===== config.mk =====
export PLATFORM = sky130hd
export DESIGN_NAME = key_conditioner
export DESIGN_NICKNAME = d
export VERILOG_FILES = /design/src/rtl/key_conditioner.sv
export SDC_FILE = /design/constraint.sdc
export NUM_CORES = 1
export LEC_CHECK = 0
export CAP_MARGIN = 20
export CORE_AREA = 8 8 45 47
export DETAILED_ROUTE_END_ITERATION = 8
export DIE_AREA = 0 0 53 55
export PLACE_DENSITY = 0.41
export SKIP_CTS_REPAIR_TIMING = 1
export SYNTH_ARGS = -nofsm -noshare
export SYNTH_HDL_FRONTEND = slang
export SYNTH_SLANG_ARGS = --single-unit

===== constraint.sdc =====
create_clock -name clk -period 1.2 [get_ports clk]
set_input_delay 0.3 -clock clk [delete_from_list [all_inputs] [get_ports clk]]
set_output_delay 0.3 -clock clk [all_outputs]
set_load 0.05 [all_outputs]

===== src/rtl/key_conditioner.sv =====
// rtl/key_conditioner.sv - pushbutton synchronizer, debouncer and press-pulse FSM
// Define KEY_COND_AUTOREPEAT_EN to add hold-to-repeat pulses.
module key_conditioner #(
   parameter int DEBOUNCE_CYCLES = 4,
   parameter int HOLD_CYCLES     = 8,
   parameter int REPEAT_CYCLES   = 3
) (
   input  logic clk,
   input  logic reset,
   input  logic key_n,
   output logic level,
   output logic pulse
);

   localparam int              CW      = $clog2(DEBOUNCE_CYCLES + 1);
   localparam logic [CW-1:0]   DB_LAST = CW'(DEBOUNCE_CYCLES - 1);

   localparam logic [1:0] RELEASED = 2'd0;
   localparam logic [1:0] HELD     = 2'd1;

   logic          s1;
   logic          s2;
   logic [CW-1:0] cnt;
   logic [1:0]    state;
   logic          rise;
   logic          fall;

   // Inverted so that s2 = 1 means pressed.
   always_ff @(posedge clk) begin
      if (reset) begin
         s1 <= 1'b0;
         s2 <= 1'b0;
      end else begin
         s1 <= ~key_n;
         s2 <= s1;
      end
   end

   always_ff @(posedge clk) begin
      if (reset) begin
         cnt   <= '0;
         level <= 1'b0;
      end else if (s2 == level) begin
         cnt <= '0;
      end else if (cnt == DB_LAST) begin
         level <= ~level;
         cnt   <= '0;
      end else begin
         cnt <= cnt + 1'b1;
      end
   end

   assign rise = s2 & ~level & (cnt == DB_LAST);
   assign fall = ~s2 & level & (cnt == DB_LAST);

`ifdef KEY_COND_AUTOREPEAT_EN
   localparam logic [1:0]    REPEAT    = 2'd2;
   localparam int            RMAX      = (HOLD_CYCLES > REPEAT_CYCLES) ? HOLD_CYCLES : REPEAT_CYCLES;
   localparam int            RW        = $clog2(RMAX + 1);
   localparam logic [RW-1:0] HOLD_LAST = RW'(HOLD_CYCLES - 1);
   localparam logic [RW-1:0] REP_LAST  = RW'(REPEAT_CYCLES - 1);

   logic [RW-1:0] rcnt;

   // A falling level wins over a repeat due on the same edge.
   always_ff @(posedge clk) begin
      if (reset) begin
         state <= RELEASED;
         pulse <= 1'b0;
         rcnt  <= '0;
      end else begin
         pulse <= 1'b0;
         case (state)
            RELEASED: begin
               if (rise) begin
                  state <= HELD;
                  pulse <= 1'b1;
                  rcnt  <= '0;
               end
            end
            HELD: begin
               if (fall) begin
                  state <= RELEASED;
                  rcnt  <= '0;
               end else if (rcnt == HOLD_LAST) begin
                  state <= REPEAT;
                  pulse <= 1'b1;
                  rcnt  <= '0;
               end else begin
                  rcnt <= rcnt + 1'b1;
               end
            end
            REPEAT: begin
               if (fall) begin
                  state <= RELEASED;
                  rcnt  <= '0;
               end else if (rcnt == REP_LAST) begin
                  pulse <= 1'b1;
                  rcnt  <= '0;
               end else begin
                  rcnt <= rcnt + 1'b1;
               end
            end
            default: begin
               state <= RELEASED;
               rcnt  <= '0;
            end
         endcase
      end
   end
`else
   localparam int unused_params = HOLD_CYCLES + REPEAT_CYCLES;

   always_ff @(posedge clk) begin
      if (reset) begin
         state <= RELEASED;
         pulse <= 1'b0;
      end else begin
         pulse <= 1'b0;
         case (state)
            RELEASED: begin
               if (rise) begin
                  state <= HELD;
                  pulse <= 1'b1;
               end
            end
            HELD: begin
               if (fall) state <= RELEASED;
            end
            default: state <= RELEASED;
         endcase
      end
   end
`endif

endmodule


==> PnR_summary.wiki, run 1 <==
{| class="wikitable"
! Metric !! Value
|-
| Worst voltage drop across the vdd grid || between 400 and 500 uV
|-
| Maximum operating frequency || roughly 850 MHz
|-
| Initial cell density of the core || a little under a quarter
|-
| Top Ports || 5
|-
| Highest-count cells in the layout ignoring fill and taps || 5 x dfxtp_1, 3 x ha_4, 3 x clkbuf_4, 3 x buf_4
|-
| RD Place Congestion || between 0.7 and 0.8
|-
| Number of buffers created by CTS || 3
|-
| H-tree levels || 1
|-
| Arrival time of the worst setup path || a little under 0.9 ns
|-
| Vias in the first global route || 250
|-
| Fraction of synthesized area in multiplexers || 4.58%
|-
| LEAKAGE || 0.186 nW
|-
| Clock tree from TritonCTS || yes
|-
| Async SR Flop Fraction || 0%
|-
| Die area || between 0.002 and 0.003 mm^2
|-
| Aggregate global-route resource usage || under 10%
|-
| Largest clock skew in the final design || 0.00923 ns
|-
| Warnings, synthesis || 0
|-
| Source-to-sink clock delay at the later pin of the worst-skew pair || roughly 0.26 ns
|-
| Post-synthesis net count || 37
|-
| Highest-delay cell along the critical path || dfxtp_4
|-
| Kind of cell adding the most delay to the critical path || flip-flops
|-
| Final count of pins violating max slew || 0
|-
| Number of endpoints failing setup at the final stage || 0
|-
| Per-instance average area after synthesis || 10.9 um^2
|-
| Non-Filler Cell Area, Final || 538 um^2
|-
| Wire length of the first global-routing pass || a little over 900 um
|-
| Total number of placement rows || 14
|-
| Areal power density over the cells || slightly below 1000 mW/mm^2
|-
| Max Root-Sink Buffers || 2
|-
| Hold Vio Cnt, Final || 0
|-
| Crit path buffers/inverters || 2
|-
| Via density || ~4.3
|-
| Status || finished, final reports clean
|-
| Via Count || 245
|-
| Count of cell types in the netlist || 15
|-
| Pre-CTS WS || -0.0960 ns
|-
| Highest cell delay on the worst timing path || ~0.35 ns
|-
| Most instantiated flip-flop cell in the synthesis netlist || dfxtp_1
|-
| Fraction of synthesized cell area in xor and xnor cells || 0%
|-
| Share of the yosys chip area belonging to registers || 48.9%
|-
| Antenna violations before repair || 0
|-
| First-pass DRT Iterations || 2
|-
| Antenna cell count || 0
|-
| Post-synthesis share of cell area spent on and, or, nand and nor gates || about 22%
|-
| Routed WL per cell || 10.2 um
|-
| Relative slew slack || between 80 and 90%
|-
| RSZ-0062 raised after global routing || no
|-
| DP Area || about 450 um^2
|-
| Number of nets in the finished design || 49
|-
| Class of the most critical setup path || reg2out
|-
| Minimum period implied by the final worst setup slack || 1.17 ns
|-
| Grt ovf || 0
|-
| Transition time at the pin with the least slew margin || roughly 0.19 ns
|-
| Final hold slack || between 0.4 and 0.5 ns
|-
| Cell at the root of the clock tree || clkbuf_4
|-
| Part of the cycle the worst path needs || 97.5%
|-
| Count of routing violations after the opening detailed-route iteration || 1
|-
| CP max FO || 4
|-
| Worst Setup Slack, final || 0.0302 ns
|-
| Area growth syn-to-layout || 64.1%
|-
| Crit end category || output port
|-
| Detailed-route wire length || between 500 and 600 um
|-
| Gate count after technology mapping || 30
|-
| Core box area || around 0.0014 mm^2
|-
| Overall die height || about 55 um
|-
| Horiz. Die Dim || approximately 53 um
|-
| Min-Delay Path Class || reg2reg
|-
| Clock transition at path regs || approximately 0.06 ns
|-
| Startpoint class of the critical path || register
|-
| Worst-case register-to-register setup slack || 0.05 ns
|-
| Dominant combinational cell family by area after synthesis || simple AND/OR/NAND/NOR gates
|-
| Remaining number of nets flagged by the antenna check after routing || 0
|-
| Most frequent standard cell in the layout excluding fill and tap cells || dfxtp_1
|-
| Max cap viols || 0
|-
| Clk sink count || 8
|-
| Post-synth EDFFs || 0
|-
| Largest net degree at the start of global routing || 7
|-
| Half-perimeter wire length after placement || 429 um
|-
| DRC violation count after routing || 0
|-
| Count of input and output buffers || 4
|-
| Synth Area in Adders || between 15 and 20%
|-
| Synth Cell Area || ~330 um^2
|-
| Data required time at the worst endpoint || about 0.90 ns
|-
| Ordered cell list for the critical path || buf_6 -> buf_12
|-
| Area fraction in compound gates after synthesis || about 4.6%
|-
| Ratio of cells with drive above 1 in the final layout || approximately 54%
|-
| Register bit count reported by yosys || 8
|}
[cells by family after synthesis]
| kind of cell | Yosys count |
|---|---|
| flops | 8 |
| fa+ha+maj | 4 |
| mux | 1 |
| simple gates | 11 |
| compound gates | 2 |
| buf+inv | 4 |
[sequential cells by signal, summed over array words and instances (netlist names)]
register,flops
s1,1
cnt,3
s2,1
level,1
state,1
pulse,1
[metal layers]
layer / global-route usage, % / up-vias / wire length, um
met5: 0 / - / 0
met4: 7.76 / 0 / 28
met3: 1.87 / 3 / 40
met2: 6.45 / 8 / 258
met1: 4.57 / 112 / 257
li1: - / 122 / -
[worst paths after layout]
| kind | to | depth (start not counted) | start |
|---|---|---|---|
| worst max-delay path | level | 2 | level |
| worst min-delay path | cnt[0] | 1 | cnt[0] |
| worst max register to register | level | 4 | cnt[0] |
| worst min register to register | cnt[0] | 1 | cnt[0] |
[cell usage after synthesis, types with 2 or more instances]
library cell | number | area, um^2
nor2b_1 | 2 | 12.5
nor2_1 | 2 | 7.51
dfxtp_1 | 8 | 160
ha_1 | 4 | 50.1
inv_1 | 3 | 11.3
nor4_1 | 2 | 12.5
[report_power, final]
group / switching, mW / leakage [nW] / internal [mW]
Sequential: 0.00269 / 0.0667 / 0.268
Combinational: 0.0129 / 0.105 / 0.0154
Clock: 0.0960 / 0.0150 / 0.127
[metrics by stage]
step	std cells	TNS, ns	utilization (%)	power, mW
2_1_floorplan	30	-0.0349	-	0.289
3_3_place_gp	53	-0.142	32.6	0.299
3_5_place_dp	53	-0.328	32.6	0.299
4_1_cts	57	-0.0469	34.5	0.529
5_1_grt	57	0	38.9	0.545
6_report	57	0	38.9	0.522
[worst reg2reg max path, delay by kind of cell, from the launching register on]
| family | cells | cell delay, ns |
|---|---|---|
| flops | 1 | 0.35 |
| fa+ha+maj | 2 | 0.27 |
| mux | 1 | 0.29 |
| simple gates | 1 | 0.14 |
[final cells by class]
type	count	area (um^2)
clock buffers	4	26.3
fillers	136	846
inverters	3	11.3
multi-input cells	18	220
flip-flops and latches	8	166
well taps	16	20.0
repair buffers	8	93.8
(Power assumes the default switching activity.)
==> inputs of run 2 (changes only) <==
--- a/config.mk
+++ b/config.mk
@@ -5,12 +5,14 @@
 export SDC_FILE = /design/constraint.sdc
 export NUM_CORES = 1
 export LEC_CHECK = 0
+export ABC_AREA = 1
 export CAP_MARGIN = 20
 export CORE_AREA = 8 8 45 47
 export DETAILED_ROUTE_END_ITERATION = 8
 export DIE_AREA = 0 0 53 55
-export PLACE_DENSITY = 0.41
+export PLACE_DENSITY = 0.4
 export SKIP_CTS_REPAIR_TIMING = 1
 export SYNTH_ARGS = -nofsm -noshare
 export SYNTH_HDL_FRONTEND = slang
 export SYNTH_SLANG_ARGS = --single-unit
+export TNS_END_PERCENT = 100
==> run 2 against run 1 <==
Against the previous run: combinational power is 23% lower; core utilization shrank 8.0 points; design area is 21% lower; die area unchanged; sequential share of layout area is 7.5 points higher.
==> PnR_summary.wiki, run 2 <==
{| class="wikitable"
! Metric !! Value
|-
| Clk sink count || 8 (unchanged)
|-
| Async SR Flop Fraction || 0% (unchanged)
|-
| Gate count after technology mapping || 37 (was 30)
|-
| Initial cell density of the core || 22.3% (was 23.7%)
|-
| Top cells by count, synth || 8 x dfxtp_1, 8 x inv_1, 8 x nor2_1 (was 8 x dfxtp_1, 4 x ha_1, 3 x inv_1)
|-
| Portion of synthesized cell area occupied by the leading cell type || 51.8% (was 48.9%)
|-
| Remaining number of nets flagged by the antenna check after routing || 0 (unchanged)
|-
| Clock tree from TritonCTS || yes (unchanged)
|-
| Count of cell types in the netlist || 8 (was 15)
|-
| Highest cell delay on the worst timing path || 0.31 ns (was 0.35 ns)
|-
| Power Internal || 0.407 mW (was 0.411 mW)
|-
| Area growth syn-to-layout || 38.1% (was 64.1%)
|-
| Transition time at the pin with the least slew margin || 0.169 ns (was 0.189 ns)
|-
| Status || finished, final reports clean (unchanged)
|-
| Path depth of the worst reg2reg path || 5 (was 4)
|-
| Horiz. Die Dim || 53 um (unchanged)
|-
| Die area || 0.00292 mm^2 (unchanged)
|-
| Switching Share || 21.6% (was 21.4%)
|-
| Wire length of the first global-routing pass || 869 um (was 924 um)
|-
| Min-Delay Path Class || reg2reg (unchanged)
|-
| Largest clock skew in the final design || 0.00605 ns (was 0.00923 ns)
|-
| Count of routing violations after the opening detailed-route iteration || 4 (was 1)
|-
| Final count of pins violating max slew || 0 (unchanged)
|-
| LEAKAGE || 0.189 nW (was 0.186 nW)
|-
| Routed WL per cell || 8.21 um (was 10.2 um)
|-
| Max cap viols || 0 (unchanged)
|-
| Aggregate global-route resource usage || 4.55% (was 4.81%)
|-
| Filler Cell Count || 151 (was 136)
|-
| Crit end category || register (was output port)
|-
| Cell types occupying the most area after synthesis || dfxtp_1 52%, ha_1 16%, inv_1 9.7%, nor2_1 9.7%, nand2_1 6.1% (was dfxtp_1 49%, ha_1 15%, mux2_4 4.6%, nor2b_4 4.2%, nor2b_1 3.8%)
|-
| Number of endpoints failing setup at the final stage || 0 (unchanged)
|-
| Share of power burned in combinational logic || 4.2% (was 5.4%)
|-
| Data required time at the worst endpoint || 1.39 ns (was 0.90 ns)
|-
| Areal power density over the cells || 1220 mW/mm^2 (was 971 mW/mm^2)
|-
| H-tree levels || 1 (unchanged)
|-
| Worst voltage drop across the vdd grid || 381 uV (was 489 uV)
|-
| Largest net degree at the start of global routing || 6 (was 7)
|-
| Relative slew slack || 88.8% (was 87.3%)
|-
| Startpoint of the worst hold path || s1 (was cnt[0])
|-
| Worst Hold End || s2 (was cnt[0])
|-
| Clock transition at path regs || 0.06 ns (about the same)
|-
| Number of buffers created by CTS || 3 (unchanged)
|-
| Antenna violations before repair || 0 (unchanged)
|-
| Per-instance average area after synthesis || 8.35 um^2 (was 10.9 um^2)
|-
| Share of the yosys chip area belonging to registers || 51.8% (was 48.9%)
|-
| Maximum operating frequency || 913 MHz (was 855 MHz)
|-
| Kind of cell adding the most delay to the critical path || adder cells (was flip-flops)
|-
| Antenna cell count || 0 (unchanged)
|-
| Startpoint of the most critical register-to-register path || cnt[0] (unchanged)
|-
| Net switching power || 0.112 mW (about the same)
|-
| Class of the most critical setup path || reg2reg (was reg2out)
|-
| Largest register by flop count || cnt (unchanged)
|-
| Warnings, synthesis || 0 (unchanged)
|-
| Overall die height || 55 um (unchanged)
|-
| Via Count || 244 (was 245)
|-
| Cell at the root of the clock tree || clkbuf_4 (unchanged)
|-
| End of the worst register-to-register path || cnt[0] (was level)
|-
| Hold Vio Cnt, Final || 0 (unchanged)
|-
| Max Root-Sink Buffers || 2 (unchanged)
|-
| Post-synth EDFFs || 0 (unchanged)
|-
| RSZ-0062 raised after global routing || no (unchanged)
|-
| Ratio of cells with drive above 1 in the final layout || 15.2% (was 53.7%)
|-
| Number of nets in the finished design || 54 (was 49)
|-
| Total power || 0.519 mW (was 0.522 mW)
|-
| Post-synthesis net count || 44 (was 37)
|-
| Area taken by multi-input logic gates || 119 um^2 (was 220 um^2)
|-
| Area of all sequential standard cells || 164 um^2 (was 166 um^2)
|-
| Source-to-sink clock delay at the later pin of the worst-skew pair || 0.26 ns (about the same)
|-
| Number of cells on the worst hold path || 2 (was 1)
|-
| Synth Cell Area || 309 um^2 (was 328 um^2)
|-
| Largest area contributor in the netlist || dfxtp_1 (unchanged)
|-
| Flip-flop count of the largest register after layout || 3 (unchanged)
|-
| DRC violation count after routing || 0 (unchanged)
|-
| Highest-count cells in the layout ignoring fill and taps || 8 x inv_1, 8 x nor2_1, 7 x dfxtp_1 (was 5 x dfxtp_1, 3 x ha_4, 3 x clkbuf_4, 3 x buf_4)
|-
| Via density || 3.94 (was 4.30)
|-
| Register share of total power || 51.9% (was 51.8%)
|-
| Vias in the first global route || 237 (was 250)
|-
| Arrival time of the worst setup path || 1.29 ns (was 0.87 ns)
|-
| Final Core Density || 30.8% (was 38.9%)
|-
| Met3 track demand over resource || 2.41% (was 1.87%)
|-
| Part of the cycle the worst path needs || 91.3% (was 97.5%)
|-
| Register bit count reported by yosys || 8 (unchanged)
|-
| Ordered cell list for the critical path || ha_1 -> ha_1 -> nor2_1 -> nand2_1 -> nor2_1 (was buf_6 -> buf_12)
|-
| Crit path buffers/inverters || 0 (was 2)
|-
| First-pass DRT Iterations || 2 (unchanged)
|-
| Minimum period implied by the final worst setup slack || 1.10 ns (was 1.17 ns)
|-
| Worst-case register-to-register setup slack || 0.10 ns (was 0.05 ns)
|-
| Startpoint class of the critical path || register (unchanged)
|-
| Most Used Layer, Global Route || met2 (was met4)
|-
| Setup TNS || 0 ns (unchanged)
|-
| Count of input and output buffers || 4 (unchanged)
|-
| Clock group share of total power || 44.0% (was 42.8%)
|-
| Highest-delay cell along the critical path || dfxtp_1 (was dfxtp_4)
|-
| Top Ports || 5 (unchanged)
|-
| Total number of placement rows || 14 (unchanged)
|-
| CP max FO || 5 (was 4)
|-
| Global routing usage on met2 || 6.64% (was 6.45%)
|-
| GR Util met1 || 3.82% (was 4.57%)
|-
| Half-perimeter wire length after placement || 399 um (was 429 um)
|-
| Grt ovf || 0 (unchanged)
|-
| Most instantiated flip-flop cell in the synthesis netlist || dfxtp_1 (unchanged)
|-
| Core box area || 0.00138 mm^2 (unchanged)
|-
| Detailed-route wire length || 509 um (was 584 um)
|-
| RD Place Congestion || 0.697 (was 0.724)
|}
[run 2: worst reg2reg max path, cell delays in order, from the launching register on]
cell and delay [ns]:
dfxtp_1 0.31, ha_1 0.19, ha_1 0.23, nor2_1 0.12, nand2_1 0.09, nor2_1 0.10
[run 2: layout make-up]
| class | instances | area share (%) |
|---|---|---|
| Clock buffer | 4 | 6.16 |
| Inverter | 8 | 7.04 |
| Multi-Input combinational cell | 21 | 27.9 |
| Sequential cell | 8 | 38.4 |
| Tap cell | 16 | 4.69 |
| Timing Repair Buffer | 5 | 15.8 |
[run 2: power groups by stage]
stage | registers [mW] | logic, mW | clock network (mW)
4_1_cts | 0.269 | 0.0219 | 0.243
3_3_place_gp | 0.275 | 0.0209 | 0
3_5_place_dp | 0.275 | 0.0219 | 0
6_report | 0.269 | 0.0217 | 0.228
2_1_floorplan | 0.275 | 0.00996 | 0
5_1_grt | 0.270 | 0.0246 | 0.256
[run 2: worst max path at each step]
| stage | start | endpoint | slack, ns | cells after the start |
|---|---|---|---|---|
| 6_report | cnt[0] | cnt[0] | 0.10 | 5 |
| 2_1_floorplan | level | level | 0.09 | 6 |
| 4_1_cts | cnt[0] | cnt[0] | 0.1 | 5 |
| 5_1_grt | cnt[0] | cnt[1] | 0.01 | 5 |
| 3_5_place_dp | reset | cnt[0] | 0.05 | 4 |
| 3_3_place_gp | reset | cnt[0] | 0.07 | 4 |
[run 2: logic make-up after synthesis]
kind of cell,Yosys count,synth area share (%)
compound gates,2,3.24
flops,8,51.8
buf+inv,8,9.72
fa+ha+maj,4,16.2
simple gates,15,19.0
[run 2: routing by layer]
| layer | vias to the layer above | wire [um] |
|---|---|---|
| met5 | - | 0 |
| met4 | 0 | 30 |
| met3 | 3 | 45 |
| met2 | 7 | 213 |
| met1 | 105 | 219 |
| li1 | 129 | - |
[run 2: stage by stage]
step	setup slack [ns]	hold slack, ns	instances	instance area [um^2]
after global placement	0.0671	0.393	58	400
after floorplan	0.0877	0.367	37	313
after detailed placement	0.0459	0.395	58	400
final	0.104	0.403	62	427
after global routing	0.0145	0.423	62	427
after CTS	0.0963	0.403	62	427
==> inputs of run 3 (changes only) <==
--- a/config.mk
+++ b/config.mk
@@ -10,7 +10,7 @@
 export CORE_AREA = 8 8 45 47
 export DETAILED_ROUTE_END_ITERATION = 8
 export DIE_AREA = 0 0 53 55
-export PLACE_DENSITY = 0.4
+export PLACE_DENSITY = 0.41
 export SKIP_CTS_REPAIR_TIMING = 1
 export SYNTH_ARGS = -nofsm -noshare
 export SYNTH_HDL_FRONTEND = slang
==> run 3 against run 2 <==
Against the previous run: cell count fell by 1.6%; register-to-register slack improved by 0.02 ns; first-iteration DRC count fell by 75%; worst setup slack improved by 0.015 ns; count of clock-buffer cells in the layout did not move; combinational power fell by 12%; sequential cell count did not move; global-route usage rose by 0.21 points; largest power group unchanged; highest routed layer unchanged.
==> PnR_summary.wiki, run 3 (synthesis results as in run 2) <==
{| class="wikitable"
! Metric !! Value
|-
| Status || finished, final reports clean (unchanged)
|-
| Ratio of cells with drive above 1 in the final layout || 15.6% (was 15.2%)
|-
| Wire length of the first global-routing pass || 883 um (was 869 um)
|-
| First-pass DRT Iterations || 4 (was 2)
|-
| Highest cell delay on the worst timing path || 0.38 ns (was 0.31 ns)
|-
| Number of cells on the worst hold path || 2 (unchanged)
|-
| Final Core Density || 30.5% (was 30.8%)
|-
| Antenna cell count || 0 (unchanged)
|-
| Detailed-route wire length || 527 um (was 509 um)
|-
| Via Count || 247 (was 244)
|-
| Largest clock skew in the final design || 0.00528 ns (was 0.00605 ns)
|-
| Overall die height || 55 um (unchanged)
|-
| Clk sink count || 8 (unchanged)
|-
| Data required time at the worst endpoint || 1.34 ns (was 1.39 ns)
|-
| Startpoint class of the critical path || register (unchanged)
|-
| Routed WL per cell || 8.64 um (was 8.21 um)
|-
| Startpoint of the most critical register-to-register path || level (was cnt[0])
|-
| Arrival time of the worst setup path || 1.22 ns (was 1.29 ns)
|-
| Flip-flop count of the largest register after layout || 3 (unchanged)
|-
| Core box area || 0.00138 mm^2 (unchanged)
|-
| Areal power density over the cells || 1190 mW/mm^2 (was 1220 mW/mm^2)
|-
| Max cap viols || 0 (unchanged)
|-
| Ordered cell list for the critical path || inv_1 -> ha_1 -> inv_1 -> nand3_1 -> nand2_1 -> nor2_1 (was ha_1 -> ha_1 -> nor2_1 -> nand2_1 -> nor2_1)
|-
| Clock transition at path regs || 0.06 ns (about the same)
|-
| Number of endpoints failing setup at the final stage || 0 (unchanged)
|-
| Clock tree from TritonCTS || yes (unchanged)
|-
| Highest-count cells in the layout ignoring fill and taps || 8 x inv_1, 8 x nor2_1, 7 x dfxtp_1 (unchanged)
|-
| Largest register by flop count || cnt (unchanged)
|-
| Minimum period implied by the final worst setup slack || 1.08 ns (was 1.10 ns)
|-
| RSZ-0062 raised after global routing || no (unchanged)
|-
| Maximum operating frequency || 925 MHz (was 913 MHz)
|-
| Class of the most critical setup path || reg2reg (unchanged)
|-
| DRC violation count after routing || 0 (unchanged)
|-
| Highest-delay cell along the critical path || dfxtp_4 (was dfxtp_1)
|-
| Number of nets in the finished design || 53 (was 54)
|-
| Horiz. Die Dim || 53 um (unchanged)
|-
| Source-to-sink clock delay at the later pin of the worst-skew pair || 0.25 ns (was 0.26 ns)
|-
| Final non-filler cell total || 61 (was 62)
|-
| Worst Hold End || s2 (unchanged)
|-
| LEAKAGE || 0.183 nW (was 0.189 nW)
|-
| Via density || 4.05 (was 3.94)
|-
| Cell at the root of the clock tree || clkbuf_4 (unchanged)
|-
| Hold Vio Cnt, Final || 0 (unchanged)
|-
| Initial cell density of the core || 22.3% (unchanged)
|-
| Aggregate global-route resource usage || 4.76% (was 4.55%)
|-
| Part of the cycle the worst path needs || 90.0% (was 91.3%)
|-
| Relative slew slack || 92.1% (was 88.8%)
|-
| End of the worst register-to-register path || level (was cnt[0])
|-
| Area growth syn-to-layout || 36.4% (was 38.1%)
|-
| CP max FO || 5 (unchanged)
|-
| Non-Filler Cell Area, Final || 422 um^2 (was 427 um^2)
|-
| Total number of placement rows || 14 (unchanged)
|-
| Wire length on met1 || 182 um (was 219 um)
|-
| Top Ports || 5 (unchanged)
|-
| Grt ovf || 0 (unchanged)
|-
| Die area || 0.00292 mm^2 (unchanged)
|-
| Antenna violations before repair || 0 (unchanged)
|-
| Count of input and output buffers || 4 (unchanged)
|-
| H-tree levels || 1 (unchanged)
|-
| Half-perimeter wire length after placement || 458 um (was 399 um)
|-
| Worst-case register-to-register setup slack || 0.12 ns (was 0.10 ns)
|-
| Count of routing violations after the opening detailed-route iteration || 1 (was 4)
|-
| Transition time at the pin with the least slew margin || 0.119 ns (was 0.169 ns)
|-
| Number of buffers created by CTS || 3 (unchanged)
|-
| Most common cell type on the critical path || inv_1
|-
| Highest metal used || met4 (unchanged)
|-
| Startpoint of the worst hold path || s1 (unchanged)
|-
| Crit end category || register (unchanged)
|-
| Wire length on met3 || 17 um (was 45 um)
|-
| Met2 wirelength from detailed routing || 299 um (was 213 um)
|-
| Placed instance count || 57 (was 58)
|-
| DP Area || 393 um^2 (was 400 um^2)
|-
| Largest net degree at the start of global routing || 6 (unchanged)
|-
| Min-Delay Path Class || reg2reg (unchanged)
|-
| Path depth of the worst reg2reg path || 6 (was 5)
|-
| Worst voltage drop across the vdd grid || 412 uV (was 381 uV)
|-
| Final count of pins violating max slew || 0 (unchanged)
|-
| Remaining number of nets flagged by the antenna check after routing || 0 (unchanged)
|-
| Vias in the first global route || 237 (unchanged)
|-
| RD Place Congestion || 0.662 (was 0.697)
|-
| Setup TNS || 0 ns (unchanged)
|-
| Max Root-Sink Buffers || 2 (unchanged)
|-
| Total power || 0.503 mW (was 0.519 mW)
|}
-- run 3: changes by cell type in the layout (fill, tap and decap cells not counted) --
cell,previous run,this run
buf_4,1,0
ha_1,4,3
ha_2,0,1
-- run 3: where the power goes --
group / leakage [nW] / internal (mW) / total, mW / switching, mW
clock: 0.0150 / 0.127 / 0.214 / 0.0871
combinational: 0.102 / 0.00995 / 0.0192 / 0.00927
sequential: 0.0657 / 0.268 / 0.270 / 0.00170
-- run 3: worst max path at each step --
stage                       from        to  slack [ns]  cells after the start
final                      level     level        0.12                      6
after global placement     reset  state[0]        0.05                      4
after global routing       level    cnt[1]        0.02                      5
after CTS                 cnt[0]    cnt[0]        0.10                      5
after detailed placement   reset    cnt[0]        0.02                      4
after floorplan            level     level        0.09                      6
-- run 3: final cells by class --
type                       instances  area (um^2)
clock buffer                       4         26.3
fill                             152          962
inverter                           8         30.0
multi-input combinational         21          121
sequential                         8          164
tap                               16         20.0
timing repair buffer               4         60.1
-- run 3: metrics by stage --
| stage | setup slack [ns] | hold WS, ns |
|---|---|---|
| detailed placement | 0.0217 | 0.397 |
| floorplan | 0.0877 | 0.367 |
| finish | 0.119 | 0.411 |
| global route | 0.0170 | 0.428 |
| CTS | 0.100 | 0.416 |
| global placement | 0.0541 | 0.391 |
-- run 3: layer usage --
layer,vias up,GRT usage [%]
li1,127,-
met1,113,2.90
met2,5,8.01
met3,2,1.60
met4,0,9.05
met5,-,0
-- run 3: worst max-delay path: cells and delay by family (launching register included) --
family                     cells  cell delay (ns)
DFF                            1             0.38
adders and majority gates      1             0.30
and+or+nand+nor                3             0.16
buffers and inverters          2             0.14
